File: src/rtl/match_controller.sv
// rtl/match_controller.sv - round sequencer and scoreboard wrapped around full_game
//
// Starts each round of full_game with a one-cycle init pulse carrying the
// sampled seed and counter mode, detects the end of the round from a rising
// edge on gameover, credits the round to the player named by who, and
// declares a match winner once a player reaches ROUNDS_TO_WIN rounds.
//
// Ports:
//   clk          in   sole clock, rising edge
//   rst          in   asynchronous active-high reset
//   start        in   request a new match (honoured in IDLE and DONE only)
//   seed_val     in   initial counter value for each round
//   mode         in   counter mode for each round
//   gameover     in   from full_game, high once the round has ended
//   who          in   from full_game, 1 = player A took the round, 0 = player B
//   init         out  one-cycle load pulse to full_game
//   initial_val  out  seed forwarded to full_game, held through the round
//   control      out  mode forwarded to full_game, held through the round
//   score_a      out  rounds won by player A
//   score_b      out  rounds won by player B
//   round_cnt    out  rounds completed, saturating at 15
//   busy         out  high while a match is in progress (LOAD, PLAY, GAP)
//   match_over   out  high once a match has been decided
//   match_winner out  1 = A, 0 = B; valid while match_over is high

module match_controller #(
  parameter int ROUNDS_TO_WIN = 3,
  parameter int RESTART_GAP   = 2
) (
  input  logic       clk,
  input  logic       rst,
  input  logic       start,
  input  logic [3:0] seed_val,
  input  logic [1:0] mode,
  input  logic       gameover,
  input  logic       who,
  output logic       init,
  output logic [3:0] initial_val,
  output logic [1:0] control,
  output logic [2:0] score_a,
  output logic [2:0] score_b,
  output logic [3:0] round_cnt,
  output logic       busy,
  output logic       match_over,
  output logic       match_winner
);

  localparam logic [2:0] WIN_SCORE = 3'(ROUNDS_TO_WIN);
  localparam logic [3:0] GAP_LAST  = 4'(RESTART_GAP - 1);

  typedef enum logic [2:0] {
    S_IDLE,
    S_LOAD,
    S_PLAY,
    S_GAP,
    S_DONE
  } state_t;

  state_t     state;
  state_t     state_next;

  // Last-seen gameover level; a round only ends on a 0 -> 1 transition.
  logic       go_hist;
  logic [3:0] gap_cnt;

  logic       round_end;
  logic       gap_done;
  logic       win;
  logic [2:0] score_a_inc;
  logic [2:0] score_b_inc;

  assign round_end   = (state == S_PLAY) && gameover && !go_hist;
  assign gap_done    = (gap_cnt == GAP_LAST);
  assign score_a_inc = score_a + 3'd1;
  assign score_b_inc = score_b + 3'd1;
  assign win         = who ? (score_a_inc == WIN_SCORE) : (score_b_inc == WIN_SCORE);

  // Status outputs are pure decodes of the registered state.
  assign init        = (state == S_LOAD);
  assign busy        = (state == S_LOAD) || (state == S_PLAY) || (state == S_GAP);
  assign match_over  = (state == S_DONE);

  always_ff @(posedge clk or posedge rst) begin
    if (rst) begin
      state <= S_IDLE;
    end else begin
      state <= state_next;
    end
  end

  always_comb begin
    state_next = state;
    case (state)
      S_IDLE:  if (start) state_next = S_LOAD;
      S_LOAD:  state_next = S_PLAY;
      S_PLAY:  if (round_end) state_next = win ? S_DONE : S_GAP;
      S_GAP:   if (gap_done) state_next = S_LOAD;
      S_DONE:  if (start) state_next = S_LOAD;
      default: state_next = S_IDLE;
    endcase
  end

  always_ff @(posedge clk or posedge rst) begin
    if (rst) begin
      initial_val  <= 4'd0;
      control      <= 2'd0;
      score_a      <= 3'd0;
      score_b      <= 3'd0;
      round_cnt    <= 4'd0;
      match_winner <= 1'b0;
      go_hist      <= 1'b1;
      gap_cnt      <= 4'd0;
    end else begin
      // Forcing the history high while loading means a gameover left high
      // by the previous round must be seen low in PLAY before it can count.
      go_hist <= (state == S_LOAD) ? 1'b1 : gameover;

      case (state)
        S_IDLE, S_DONE: begin
          if (start) begin
            score_a     <= 3'd0;
            score_b     <= 3'd0;
            round_cnt   <= 4'd0;
            initial_val <= seed_val;
            control     <= mode;
          end
        end
        S_PLAY: begin
          if (round_end) begin
            if (who) begin
              score_a <= score_a_inc;
            end else begin
              score_b <= score_b_inc;
            end
            if (round_cnt != 4'd15) begin
              round_cnt <= round_cnt + 4'd1;
            end
            if (win) begin
              match_winner <= who;
            end
            gap_cnt <= 4'd0;
          end
        end
        S_GAP: begin
          if (gap_done) begin
            initial_val <= seed_val;
            control     <= mode;
          end else begin
            gap_cnt <= gap_cnt + 4'd1;
          end
        end
        default: begin
        end
      endcase
    end
  end

endmodule
File: config.mk
export PLATFORM = sky130hd
export DESIGN_NAME = match_controller
export DESIGN_NICKNAME = d
export VERILOG_FILES = /design/src/rtl/match_controller.sv
export SDC_FILE = /design/constraint.sdc
export NUM_CORES = 1
export LEC_CHECK = 0
export BUFFER_PORTS_ARGS = -buffer_cell sky130_fd_sc_hd__buf_2
export CAP_MARGIN = 20
export CELL_PAD_IN_SITES_DETAIL_PLACEMENT = 1
export CELL_PAD_IN_SITES_GLOBAL_PLACEMENT = 1
export CORE_MARGIN = 1.5
export CORE_UTILIZATION = 43
export DETAILED_ROUTE_END_ITERATION = 8
export GPL_TIMING_DRIVEN = 0
export PLACE_DENSITY = 0.9
export SKIP_LAST_GASP = 1
export SYNTH_ARGS = -nofsm -noshare
export SYNTH_HDL_FRONTEND = slang
export SYNTH_SLANG_ARGS = --single-unit
File: constraint.sdc
create_clock -name clk -period 5.1 [get_ports clk]
set_input_delay 0.765 -clock clk [delete_from_list [all_inputs] [get_ports clk]]
set_output_delay 0.765 -clock clk [all_outputs]
set_load 0.05 [all_outputs]
==> impl_metrics.json <==
{
  "dr_wl_met2_um": 1540,
  "dp.cells": 189,
  "initial_core_util_pct": 46.9,
  "core_um2": 2830,
  "endpoint_kind": "primary output",
  "layout-drive-gt1-share_pct": 29.0,
  "post-dp-hpwl_um": 2410,
  "antenna_cells": 0,
  "die_h_um": 58.5,
  "cts_root_buffer": "clkbuf_4",
  "drc": 0,
  "htreeDepth": 1,
  "drv_slew": 0,
  "area_growth_pct": 15.8,
  "globalplace.congestion": 0.728,
  "synth_top_cell_by_area": "dfrtp_1",
  "rsz0062_at_grt": "false",
  "setup_viol": 0,
  "grt-ovfl-total": 0,
  "path_buf_inv": 3,
  "yosysWarnings": 0,
  "cts_setup_buffers": 0,
  "status": "complete, no violations",
  "nets": 179,
  "leakage_nw": 0.748,
  "critPathTopFamily": "buffers and inverters",
  "die_w_um": 58.5,
  "yosysTopAreaCellShare_pct": 45.3,
  "skew_ps": 3.13,
  "maxUsedRoutingLayer": "met4",
  "hold_path_class": "reg2reg",
  "numCtsBuffers": 3,
  "grt_pass1_vias": 1183,
  "row_count": 19,
  "cp.required_ps": 4340,
  "via_per_inst": 5.76,
  "min_period_ps": 2290,
  "final_hold_viol_count": 0,
  "multi_input_area_um2": 641,
  "slowest_delay_ps": 410,
  "max_slew_margin_pct": 34.8,
  "grt.total_usage_pct": 20.4,
  "crit_path_start_kind": "flop",
  "dieArea_um2": 3430,
  "cts_buffer_depth": 2,
  "yosysUniqueCellTypes": 40,
  "drtIter0Drc": 32,
  "totalWireLength_um": 3090,
  "ys_seq_area_share_pct": 47.3,
  "powerDensity_nw_per_um2": 703,
  "ant_nets": 0,
  "wl_met3_um": 111,
  "crit_chain": "buf_2, nor2_1, nand2_1, inv_1, buf_2",
  "synth_fp_nets": 145,
  "fmax_mhz": 436,
  "stdcell_count": 193,
  "netlist_instances": 129,
  "final_cell_mix": "buf_2 (31), dfrtp_1 (24), o21ai_0 (10), inv_1 (10), nor2_1 (9)",
  "critPathMaxFanout": 10,
  "netlist_area_um2": 1330,
  "grt_max_degree": 26,
  "path_clk_slew_ps": 130,
  "worst_slew_pin_slew_ps": 977,
  "antenna_found_initial": 0,
  "syn_area_per_cell_um2": 10.3,
  "fin_util_pct": 54.3,
  "wl_met1_um": 1380,
  "finalPower_mw": 1.08,
  "mostFrequentLayoutCell": "buf_2",
  "synth_area_leaders": "dfrtp_1 (45%), ha_1 (4.7%), o21ai_0 (3.8%), mux2_2 (3.4%), a22o_1 (3.3%)",
  "vias": 1111,
  "final.period_utilization_pct": 44.9,
  "peakVddDrop_mv": 0.354,
  "first_pass_iters": 4,
  "hold_buffers": 0,
  "maxCapViolCount": 0,
  "n_fill_cell": 334,
  "clock-sinks": 25,
  "cpMostUsedCell": "buf_2",
  "ys_ff_latch": 25,
  "wl_per_cell_um": 16.0,
  "seqCellArea_um2": 627,
  "grt_pass1_wl_um": 5320,
  "post_cts_resized": 0,
  "async_flop_share_pct": 100,
  "ys.flop_type": "dfrtp_1",
  "numPortBuffers": 29,
  "worstSetupPathType": "reg2out",
  "cts_tree": "done",
  "worstSkewPairLatency_ps": 320,
  "io_pins": 31,
  "arrival_ps": 1530,
  "cpMaxStageDelayCell": "dfrtp_1",
  "synth_edf_count": 0,
  "setup_tns_ps": 0
}
where the power goes:
part | leakage (nW) | total (mW) | internal, mW | switching, mW
sequential | 0.316 | 0.356 | 0.280 | 0.0759
combinational | 0.417 | 0.635 | 0.208 | 0.427
clock | 0.0150 | 0.0893 | 0.0306 | 0.0586
synthesized netlist by cell type (all sizes together) (2+ instances only):
master and number:
xnor2 2, a32o 2, nor3b 2, o22ai 4, inv 10, mux2 7
nor2 10, a21oi 6, dfrtp 24, nor2b 2, o21ai 12, ha 5
a22o 5, nor3 2, buf 3, nand3 4, nand2b 7, nand2 8
cell type report:
class | instances | share of cell area [%]
flip-flops and latches | 25 | 40.8
inverters | 10 | 2.44
plain buffers | 3 | 1.38
well taps | 31 | 2.52
repair buffers | 29 | 9.45
clock buffers | 4 | 1.71
multi-input cells | 91 | 41.7
state kept, by name (all words and copies together) (netlist names):
name,flops
go_hist,1
match_winner,1
score_b,3
round_cnt,4
initial_val,4
score_a,3
state,3
gap_cnt,4
control,2
worst register-to-register path, cell delays in order (launching register included):
cell      delay (ps)
dfrtp_1          450
ha_1             340
and3b_1          190
a22oi_1          310
nand2b_2         220
mux2_4           300
stage by stage:
| stage | setup slack, ps | cell area (um2) | hold slack [ps] |
|---|---|---|---|
| 2_1_floorplan | 3090 | 1330 | 514 |
| 3_3_place_gp | 3100 | 1510 | 463 |
| 3_5_place_dp | 3060 | 1510 | 474 |
| 4_1_cts | 2800 | 1540 | 505 |
| 5_1_grt | 2640 | 1540 | 527 |
| 6_report | 2810 | 1540 | 503 |
worst paths after layout:
| check | start | to | slack, ps | depth (start not counted) |
|---|---|---|---|---|
| max in group asynchronous | rst | score_b[0] | 3860 | 2 |
| min in group asynchronous | rst | round_cnt[1] | 640 | 2 |
| min reg2reg | control[1] | control[1] | 500 | 1 |
| max | state[0] | match_over | 2810 | 5 |
| max reg2reg | score_a[0] | match_winner | 3200 | 5 |
| min | control[1] | control[1] | 500 | 1 |
cell families (layout without fill, tap and decap cells):
group | after synthesis | count (layout) | share of synthesized area, %
AND/OR/NAND/NOR | 40 | 40 | 17.3
AO/OA/AOI/OAI | 36 | 36 | 18.0
flip-flops | 25 | 25 | 47.3
buffers and inverters | 13 | 46 | 4.43
multiplexers | 8 | 8 | 6.98
adder cells (fa/ha/maj) | 5 | 5 | 4.72
XOR/XNOR | 2 | 2 | 1.32
per-layer routing:
layer,vias up,GRT usage (%)
met5,-,0
met4,0,7.97
met3,8,3.96
met2,27,33.4
met1,552,26.7
li1,524,-
(Power assumes the default switching activity.)
